**src/rtl/rtm_port_arb_if.sv**
```systemverilog
// Request, return and memory-port bundle for the RTM port arbiter.
// The arbiter takes the slave view; requesters and the RTM bank take the master view.
interface rtm_port_arb_if #(
    parameter int unsigned S     = 4,
    parameter int unsigned R     = 2,
    parameter int unsigned DEPTH = 16
);
    localparam int unsigned AW = $clog2(DEPTH);
    localparam int unsigned DW = S * R * 8;

    // write requesters
    logic          ld_wr_valid;
    logic          ld_wr_ready;
    logic          ld_wr_last;
    logic [S-1:0]  ld_wr_mask;
    logic [AW-1:0] ld_wr_addr;
    logic [DW-1:0] ld_wr_data;

    logic          ex_wr_valid;
    logic          ex_wr_ready;
    logic          ex_wr_last;
    logic [S-1:0]  ex_wr_mask;
    logic [AW-1:0] ex_wr_addr;
    logic [DW-1:0] ex_wr_data;

    // read requesters and their returns
    logic          ex_rd_valid;
    logic          ex_rd_ready;
    logic          ex_rd_last;
    logic [S-1:0]  ex_rd_mask;
    logic [AW-1:0] ex_rd_addr;
    logic          ex_rd_dout_vld;
    logic [DW-1:0] ex_rd_dout;

    logic          st_rd_valid;
    logic          st_rd_ready;
    logic          st_rd_last;
    logic [S-1:0]  st_rd_mask;
    logic [AW-1:0] st_rd_addr;
    logic          st_rd_dout_vld;
    logic [DW-1:0] st_rd_dout;

    // RTM bank ports
    logic [S-1:0]    mem_wr_en;
    logic [S*AW-1:0] mem_wr_addr;
    logic [DW-1:0]   mem_din;
    logic [S-1:0]    mem_rd_en;
    logic [S*AW-1:0] mem_rd_addr;
    logic [DW-1:0]   mem_dout;

    modport slave (
        input  ld_wr_valid, ld_wr_last, ld_wr_mask, ld_wr_addr, ld_wr_data,
        input  ex_wr_valid, ex_wr_last, ex_wr_mask, ex_wr_addr, ex_wr_data,
        input  ex_rd_valid, ex_rd_last, ex_rd_mask, ex_rd_addr,
        input  st_rd_valid, st_rd_last, st_rd_mask, st_rd_addr,
        input  mem_dout,
        output ld_wr_ready, ex_wr_ready, ex_rd_ready, st_rd_ready,
        output ex_rd_dout_vld, ex_rd_dout, st_rd_dout_vld, st_rd_dout,
        output mem_wr_en, mem_wr_addr, mem_din, mem_rd_en, mem_rd_addr
    );

    modport master (
        output ld_wr_valid, ld_wr_last, ld_wr_mask, ld_wr_addr, ld_wr_data,
        output ex_wr_valid, ex_wr_last, ex_wr_mask, ex_wr_addr, ex_wr_data,
        output ex_rd_valid, ex_rd_last, ex_rd_mask, ex_rd_addr,
        output st_rd_valid, st_rd_last, st_rd_mask, st_rd_addr,
        output mem_dout,
        input  ld_wr_ready, ex_wr_ready, ex_rd_ready, st_rd_ready,
        input  ex_rd_dout_vld, ex_rd_dout, st_rd_dout_vld, st_rd_dout,
        input  mem_wr_en, mem_wr_addr, mem_din, mem_rd_en, mem_rd_addr
    );
endinterface

```
**src/rtl/rtm_port_arb.sv**
```systemverilog
// RTM bank port arbiter: round-robin/burst-locking arbitration of the shared write
// and read ports, registered memory issue, and tag-steered read return.

// Two-requester arbiter with burst ownership; ready is combinational to the grantee.
module rtm_port_arb_fsm (
    input  logic clk,
    input  logic rst,
    input  logic a_valid,
    input  logic a_last,
    input  logic b_valid,
    input  logic b_last,
    output logic a_ready,
    output logic b_ready,
    output logic a_fire,
    output logic b_fire
);
    typedef enum logic [1:0] {
        IDLE  = 2'd0,
        OWN_A = 2'd1,
        OWN_B = 2'd2
    } state_t;

    state_t state;
    state_t state_nxt;
    logic   last_b;
    logic   last_b_nxt;

    always_ff @(posedge clk) begin
        if (rst) begin
            state  <= IDLE;
            last_b <= 1'b1;
        end else begin
            state  <= state_nxt;
            last_b <= last_b_nxt;
        end
    end

    always_comb begin
        state_nxt  = state;
        last_b_nxt = last_b;
        a_ready    = 1'b0;
        b_ready    = 1'b0;
        a_fire     = 1'b0;
        b_fire     = 1'b0;

        if (!rst) begin
            unique case (state)
                IDLE: begin
                    // contention goes to whoever was not granted last
                    if (a_valid && (!b_valid || last_b)) begin
                        a_ready = 1'b1;
                    end else if (b_valid) begin
                        b_ready = 1'b1;
                    end
                end
                OWN_A:   a_ready = 1'b1;
                OWN_B:   b_ready = 1'b1;
                default: state_nxt = IDLE;
            endcase
        end

        a_fire = a_ready && a_valid;
        b_fire = b_ready && b_valid;

        if (a_fire) begin
            last_b_nxt = 1'b0;
            state_nxt  = a_last ? IDLE : OWN_A;
        end else if (b_fire) begin
            last_b_nxt = 1'b1;
            state_nxt  = b_last ? IDLE : OWN_B;
        end
    end
endmodule

module rtm_port_arb #(
    parameter int unsigned S      = 4,
    parameter int unsigned R      = 2,
    parameter int unsigned DEPTH  = 16,
    parameter int unsigned RD_LAT = 3
) (
    input logic             clk,
    input logic             rst,
    rtm_port_arb_if.slave   bus
);
    localparam int unsigned AW = $clog2(DEPTH);
    localparam int unsigned SW = R * 8;
    localparam int unsigned DW = S * SW;

    typedef struct packed {
        logic         vld;
        logic         id;    // 0: ex, 1: st
        logic [S-1:0] mask;
    } tag_t;

    logic ld_wr_rdy;
    logic ex_wr_rdy;
    logic ex_rd_rdy;
    logic st_rd_rdy;
    logic ld_wr_hs;
    logic ex_wr_hs;
    logic ex_rd_hs;
    logic st_rd_hs;

    rtm_port_arb_fsm u_wr_arb (
        .clk     (clk),
        .rst     (rst),
        .a_valid (bus.ld_wr_valid),
        .a_last  (bus.ld_wr_last),
        .b_valid (bus.ex_wr_valid),
        .b_last  (bus.ex_wr_last),
        .a_ready (ld_wr_rdy),
        .b_ready (ex_wr_rdy),
        .a_fire  (ld_wr_hs),
        .b_fire  (ex_wr_hs)
    );

    rtm_port_arb_fsm u_rd_arb (
        .clk     (clk),
        .rst     (rst),
        .a_valid (bus.ex_rd_valid),
        .a_last  (bus.ex_rd_last),
        .b_valid (bus.st_rd_valid),
        .b_last  (bus.st_rd_last),
        .a_ready (ex_rd_rdy),
        .b_ready (st_rd_rdy),
        .a_fire  (ex_rd_hs),
        .b_fire  (st_rd_hs)
    );

    assign bus.ld_wr_ready = ld_wr_rdy;
    assign bus.ex_wr_ready = ex_wr_rdy;
    assign bus.ex_rd_ready = ex_rd_rdy;
    assign bus.st_rd_ready = st_rd_rdy;

    // write issue: accepted beat lands on the memory port one cycle later
    logic [S-1:0]  wr_en_q;
    logic [AW-1:0] wr_addr_q;
    logic [DW-1:0] wr_data_q;

    always_ff @(posedge clk) begin
        if (rst) begin
            wr_en_q   <= '0;
            wr_addr_q <= '0;
            wr_data_q <= '0;
        end else begin
            wr_en_q <= '0;
            if (ld_wr_hs) begin
                wr_en_q   <= bus.ld_wr_mask;
                wr_addr_q <= bus.ld_wr_addr;
                wr_data_q <= bus.ld_wr_data;
            end else if (ex_wr_hs) begin
                wr_en_q   <= bus.ex_wr_mask;
                wr_addr_q <= bus.ex_wr_addr;
                wr_data_q <= bus.ex_wr_data;
            end
        end
    end

    assign bus.mem_wr_en   = wr_en_q;
    assign bus.mem_wr_addr = {S{wr_addr_q}};
    assign bus.mem_din     = wr_data_q;

    // read issue plus tag; stage 0 rides with mem_rd_en, stage RD_LAT lines up with mem_dout
    logic [S-1:0]  rd_en_q;
    logic [AW-1:0] rd_addr_q;
    tag_t          tag_in;
    tag_t          tag_pipe [RD_LAT+1];

    always_comb begin
        tag_in = '0;
        if (ex_rd_hs) begin
            tag_in.vld  = 1'b1;
            tag_in.id   = 1'b0;
            tag_in.mask = bus.ex_rd_mask;
        end else if (st_rd_hs) begin
            tag_in.vld  = 1'b1;
            tag_in.id   = 1'b1;
            tag_in.mask = bus.st_rd_mask;
        end
    end

    always_ff @(posedge clk) begin
        if (rst) begin
            rd_en_q   <= '0;
            rd_addr_q <= '0;
            for (int i = 0; i <= RD_LAT; i++) begin
                tag_pipe[i] <= '0;
            end
        end else begin
            rd_en_q <= '0;
            if (ex_rd_hs) begin
                rd_en_q   <= bus.ex_rd_mask;
                rd_addr_q <= bus.ex_rd_addr;
            end else if (st_rd_hs) begin
                rd_en_q   <= bus.st_rd_mask;
                rd_addr_q <= bus.st_rd_addr;
            end
            tag_pipe[0] <= tag_in;
            for (int i = 1; i <= RD_LAT; i++) begin
                tag_pipe[i] <= tag_pipe[i-1];
            end
        end
    end

    assign bus.mem_rd_en   = rd_en_q;
    assign bus.mem_rd_addr = {S{rd_addr_q}};

    // read return: steer by tag id, zero the slices that were not enabled
    tag_t          ret;
    logic          ex_ret;
    logic          st_ret;
    logic [DW-1:0] ret_data;

    assign ret    = tag_pipe[RD_LAT];
    assign ex_ret = ret.vld && !ret.id && !rst;
    assign st_ret = ret.vld && ret.id && !rst;

    always_comb begin
        ret_data = '0;
        for (int s = 0; s < S; s++) begin
            ret_data[s*SW +: SW] = ret.mask[s] ? bus.mem_dout[s*SW +: SW] : '0;
        end
    end

    assign bus.ex_rd_dout_vld = ex_ret;
    assign bus.ex_rd_dout     = ex_ret ? ret_data : '0;
    assign bus.st_rd_dout_vld = st_ret;
    assign bus.st_rd_dout     = st_ret ? ret_data : '0;
endmodule

```
**src/flat_wrapper.sv**
```systemverilog
// flat-port wrapper written by rule: the top's interface ports become plain ports
module rtm_port_arb_flat 
#(
    parameter int unsigned S      = 4,
    parameter int unsigned R      = 2,
    parameter int unsigned DEPTH  = 16,
    parameter int unsigned RD_LAT = 3
)
  (clk, rst, bus_ld_wr_valid, bus_ld_wr_last, bus_ld_wr_mask, bus_ld_wr_addr, bus_ld_wr_data, bus_ex_wr_valid, bus_ex_wr_last, bus_ex_wr_mask, bus_ex_wr_addr, bus_ex_wr_data, bus_ex_rd_valid, bus_ex_rd_last, bus_ex_rd_mask, bus_ex_rd_addr, bus_st_rd_valid, bus_st_rd_last, bus_st_rd_mask, bus_st_rd_addr, bus_mem_dout, bus_ld_wr_ready, bus_ex_wr_ready, bus_ex_rd_ready, bus_st_rd_ready, bus_ex_rd_dout_vld, bus_ex_rd_dout, bus_st_rd_dout_vld, bus_st_rd_dout, bus_mem_wr_en, bus_mem_wr_addr, bus_mem_din, bus_mem_rd_en, bus_mem_rd_addr);
  rtm_port_arb_if #(.S(S), .R(R), .DEPTH(DEPTH)) bus_i ();
  input logic clk;
  input logic rst;
  input wire logic [$bits(bus_i.ld_wr_valid)-1:0] bus_ld_wr_valid;
  input wire logic [$bits(bus_i.ld_wr_last)-1:0] bus_ld_wr_last;
  input wire logic [$bits(bus_i.ld_wr_mask)-1:0] bus_ld_wr_mask;
  input wire logic [$bits(bus_i.ld_wr_addr)-1:0] bus_ld_wr_addr;
  input wire logic [$bits(bus_i.ld_wr_data)-1:0] bus_ld_wr_data;
  input wire logic [$bits(bus_i.ex_wr_valid)-1:0] bus_ex_wr_valid;
  input wire logic [$bits(bus_i.ex_wr_last)-1:0] bus_ex_wr_last;
  input wire logic [$bits(bus_i.ex_wr_mask)-1:0] bus_ex_wr_mask;
  input wire logic [$bits(bus_i.ex_wr_addr)-1:0] bus_ex_wr_addr;
  input wire logic [$bits(bus_i.ex_wr_data)-1:0] bus_ex_wr_data;
  input wire logic [$bits(bus_i.ex_rd_valid)-1:0] bus_ex_rd_valid;
  input wire logic [$bits(bus_i.ex_rd_last)-1:0] bus_ex_rd_last;
  input wire logic [$bits(bus_i.ex_rd_mask)-1:0] bus_ex_rd_mask;
  input wire logic [$bits(bus_i.ex_rd_addr)-1:0] bus_ex_rd_addr;
  input wire logic [$bits(bus_i.st_rd_valid)-1:0] bus_st_rd_valid;
  input wire logic [$bits(bus_i.st_rd_last)-1:0] bus_st_rd_last;
  input wire logic [$bits(bus_i.st_rd_mask)-1:0] bus_st_rd_mask;
  input wire logic [$bits(bus_i.st_rd_addr)-1:0] bus_st_rd_addr;
  input wire logic [$bits(bus_i.mem_dout)-1:0] bus_mem_dout;
  output wire logic [$bits(bus_i.ld_wr_ready)-1:0] bus_ld_wr_ready;
  output wire logic [$bits(bus_i.ex_wr_ready)-1:0] bus_ex_wr_ready;
  output wire logic [$bits(bus_i.ex_rd_ready)-1:0] bus_ex_rd_ready;
  output wire logic [$bits(bus_i.st_rd_ready)-1:0] bus_st_rd_ready;
  output wire logic [$bits(bus_i.ex_rd_dout_vld)-1:0] bus_ex_rd_dout_vld;
  output wire logic [$bits(bus_i.ex_rd_dout)-1:0] bus_ex_rd_dout;
  output wire logic [$bits(bus_i.st_rd_dout_vld)-1:0] bus_st_rd_dout_vld;
  output wire logic [$bits(bus_i.st_rd_dout)-1:0] bus_st_rd_dout;
  output wire logic [$bits(bus_i.mem_wr_en)-1:0] bus_mem_wr_en;
  output wire logic [$bits(bus_i.mem_wr_addr)-1:0] bus_mem_wr_addr;
  output wire logic [$bits(bus_i.mem_din)-1:0] bus_mem_din;
  output wire logic [$bits(bus_i.mem_rd_en)-1:0] bus_mem_rd_en;
  output wire logic [$bits(bus_i.mem_rd_addr)-1:0] bus_mem_rd_addr;
  assign bus_i.ld_wr_valid = bus_ld_wr_valid;
  assign bus_i.ld_wr_last = bus_ld_wr_last;
  assign bus_i.ld_wr_mask = bus_ld_wr_mask;
  assign bus_i.ld_wr_addr = bus_ld_wr_addr;
  assign bus_i.ld_wr_data = bus_ld_wr_data;
  assign bus_i.ex_wr_valid = bus_ex_wr_valid;
  assign bus_i.ex_wr_last = bus_ex_wr_last;
  assign bus_i.ex_wr_mask = bus_ex_wr_mask;
  assign bus_i.ex_wr_addr = bus_ex_wr_addr;
  assign bus_i.ex_wr_data = bus_ex_wr_data;
  assign bus_i.ex_rd_valid = bus_ex_rd_valid;
  assign bus_i.ex_rd_last = bus_ex_rd_last;
  assign bus_i.ex_rd_mask = bus_ex_rd_mask;
  assign bus_i.ex_rd_addr = bus_ex_rd_addr;
  assign bus_i.st_rd_valid = bus_st_rd_valid;
  assign bus_i.st_rd_last = bus_st_rd_last;
  assign bus_i.st_rd_mask = bus_st_rd_mask;
  assign bus_i.st_rd_addr = bus_st_rd_addr;
  assign bus_i.mem_dout = bus_mem_dout;
  assign bus_ld_wr_ready = bus_i.ld_wr_ready;
  assign bus_ex_wr_ready = bus_i.ex_wr_ready;
  assign bus_ex_rd_ready = bus_i.ex_rd_ready;
  assign bus_st_rd_ready = bus_i.st_rd_ready;
  assign bus_ex_rd_dout_vld = bus_i.ex_rd_dout_vld;
  assign bus_ex_rd_dout = bus_i.ex_rd_dout;
  assign bus_st_rd_dout_vld = bus_i.st_rd_dout_vld;
  assign bus_st_rd_dout = bus_i.st_rd_dout;
  assign bus_mem_wr_en = bus_i.mem_wr_en;
  assign bus_mem_wr_addr = bus_i.mem_wr_addr;
  assign bus_mem_din = bus_i.mem_din;
  assign bus_mem_rd_en = bus_i.mem_rd_en;
  assign bus_mem_rd_addr = bus_i.mem_rd_addr;
  rtm_port_arb #(.S(S), .R(R), .DEPTH(DEPTH), .RD_LAT(RD_LAT)) u_core (.clk(clk), .rst(rst), .bus(bus_i));
endmodule
```
**config.mk**
```make
export PLATFORM = sky130hd
export DESIGN_NAME = rtm_port_arb_flat
export DESIGN_NICKNAME = d
export VERILOG_FILES = /design/src/rtl/rtm_port_arb_if.sv /design/src/rtl/rtm_port_arb.sv /design/src/flat_wrapper.sv
export SDC_FILE = /design/constraint.sdc
export NUM_CORES = 1
export LEC_CHECK = 0
export BUFFER_PORTS_ARGS = -buffer_cell sky130_fd_sc_hd__buf_2
export CAP_MARGIN = 15
export CORE_AREA = 2 2 184 186
export CTS_BUF_LIST = sky130_fd_sc_hd__clkbuf_4 sky130_fd_sc_hd__clkbuf_8 sky130_fd_sc_hd__clkbuf_16
export DETAILED_ROUTE_END_ITERATION = 8
export DIE_AREA = 0 0 186 188
export PLACE_DENSITY = 0.54
export SLEW_MARGIN = 15
export SYNTH_ARGS = -nofsm -noshare
export SYNTH_HDL_FRONTEND = slang
export SYNTH_SLANG_ARGS = --single-unit
```
**constraint.sdc**
```tcl
create_clock -name clk -period 4.05 [get_ports clk]
set_input_delay 0.81 -clock clk [delete_from_list [all_inputs] [get_ports clk]]
set_output_delay 0.81 -clock clk [all_outputs]
set_load 0.005 [all_outputs]
```
==> results.cfg <==
[setup_path]
crit_start = rst
critical-path-max-stage-delay_ps = 480
cp_max_fo = 65
start_kind = primary input
cp_cell_sequence = buf_2 > inv_4 > buf_4 > nand3b_1 > buf_4 > nor2_1 > buf_2
timing.rr.end = u_core.bus.mem_din[11]
cp.required_ps = 3240
crit_path_top_delay_cell = buf_4
cp.arrival_ps = 2300
crit_buf_inv = 5
r2r_slack_ps = 2020
end_kind = output port
critPathKind = in -> out
reg2reg_from = u_core.u_wr_arb.state[0]
path_delay_family = buffers and inverters
rr_worst_depth = 5

[global_routing]
gr-usage-all-layers_pct = 14.2
gr-total-overflow = 0
grt_max_degree = 139
antenna_found_initial = 3
grt_pass1_vias = 6712
grt_pass1_wl_mm = 38.1

[power_and_ir_drop]
power_leakage_uw = 0.00391
ir_worst_vdd_mv = 0.180
p_per_area_nw_per_um2 = 306

[cts]
hold_buffers = 0
postCtsSetupBuffers = 0
clkTransAtPathRegs_ps = 70
root_buffer = clkbuf_16
clock_sinks = 106
cts_tree = done
htree_levels = 3
cts_buffers = 9
cts.path.max_buffers = 2
clkLatencyLatePin_ps = 370
cts.repair.resized = 0

[logic_synthesis]
yosys_warnings = 0
synthFlopType = dfxtp_1
netlist_area_um2 = 5750
synth_nets = 1022
syn_area_per_cell_um2 = 7.30
yosysSeqAreaShare_pct = 36.9
synth_edf_count = 0
synth.distinct_cells = 33
ys_seq_elements = 106
async_flop_share_pct = 0
synthCells = 788

[layout]
nets = 1392
syn_to_final_growth_pct = 48.1
fin_area_um2 = 8520
final_cell_mix = buf_2 (471), nor2_1 (133), dfxtp_1 (106)
drive_gt1_share_pct = 44.0
layout_commonest_cell = buf_2
num-fill-cells = 3689

[min_path]
min_from = u_core.tag_pipe[2][3]
worstHoldPathCells = 1
hold_class = reg -> reg
min_to = u_core.tag_pipe[3][3]

[detailed_routing]
wl_mm = 26.4
routedWlPerCell_um = 16.4
drtIter0Drc = 374
vias = 7406
vias_per_cell = 4.59
drcViolationCount = 0
ant_nets = 0
firstDrtPassIters = 7

[sta]
fin_setup_tns_ps = 0
relSlewSlack_pct = 38.2
final.min_clock_period_ps = 3110
clock_skew_ps = 11.7
fin_crit_sh_pct = 76.8
hold_ws_ps = 437
drv_slew = 0
worst_slew_pin_slew_ps = 927
finalSetupViolCount = 0
rsz0062_at_grt = false
hold_violations = 0
fmax_mhz = 321

[placement]
port_buffers = 471
dpl.hpwl_mm = 18.9
gp_congestion = 0.793
placed_area_um2 = 8220

[die]
fp.dieW_um = 186
fp-row-count = 67
core_area_um2 = 33100
die_area_um2 = 35000
ioPinCount = 472
start_util_pct = 17.4
die_height_um = 188

[run]
max_cap_violations = 0

[outcome]
outcome = finished clean
## cells by family after synthesis
family,count (synthesis),synth area share [%]
flip-flops,106,36.9
AND/OR/NAND/NOR,320,26.6
AO/OA/AOI/OAI,233,25.8
buffers and inverters,129,10.7
## worst reg2reg max path: stages, from the launching register on
cell     delay [ps]
dfxtp_1         420
nor3b_4         220
buf_4           260
buf_4           510
o21ai_0         350
a31oi_1         210
## metal layers
layer / track usage (%) / vias up / part of all wire [%]
li1: - / 3553 / -
met1: 16.8 / 3434 / 41
met2: 23.8 / 377 / 48
met3: 3.55 / 38 / 8.0
met4: 6.66 / 4 / 3.4
met5: 0 / - / 0.10
## area by class of cell
type | instances | area (µm²) | area share [%]
clock buffers | 11 | 246 | 2.89
inverters | 3 | 13.8 | 0.162
well taps | 448 | 561 | 6.58
multi-input cells | 553 | 3040 | 35.7
flip-flops and latches | 106 | 2120 | 24.9
repair buffers | 485 | 2490 | 29.2
clock inverters | 5 | 46.3 | 0.544
diodes | 1 | 2.50 | 0.0294
## power by group
part           internal [µW]  switching, µW  total, µW
clock                    453            450        903
sequential              1130           52.1       1180
combinational            237            290        526
total                   1820            791       2610
## cells in the mapped netlist, drive strengths merged, types with 6 or more instances
library cell,number,area (µm²)
dfxtp,106,2120
buf,42,290
nor2,133,499
nand2,67,251
a21oi,6,30.0
a22o,8,70.1
clkbuf,84,315
o31ai,68,510
nand4,68,425
nor2b,20,125
o21ai,73,365
or3b,8,72.6
nor3,10,50.1
a31oi,68,425
## state kept, by name (all words and copies together), names as in the netlist
signal / cells
u_core.u_rd_arb.last_b: 1
u_core.tag_pipe: 21
u_core.u_wr_arb.last_b: 1
u_core.u_wr_arb.state: 2
u_core.wr_addr_q: 4
u_core.bus.mem_din: 64
u_core.bus.mem_rd_en: 3
u_core.u_rd_arb.state: 2
u_core.rd_addr_q: 4
u_core.bus.mem_wr_en: 4
## per-stage QoR
stage               instances  utilization, %  setup WS (ps)  total power (µW)
finish                   1612            25.7            938              2610
global route             1612            25.7            745              2770
CTS                      1611            25.7            915              2670
detailed placement       1595            24.8            916              1730
global placement         1595            24.8            944              1730
floorplan                 788               -           1520              1470
## worst max path at each step
stage	cells past startpoint	to
floorplan	6	bus_ex_rd_dout[13]
global placement	7	bus_ex_rd_dout[9]
detailed placement	7	bus_ex_rd_dout[50]
CTS	7	bus_ex_rd_dout[50]
global route	7	bus_ex_rd_dout[0]
finish	7	bus_ex_rd_dout[50]
No activity file was read; power rests on OpenSTA's default activity.
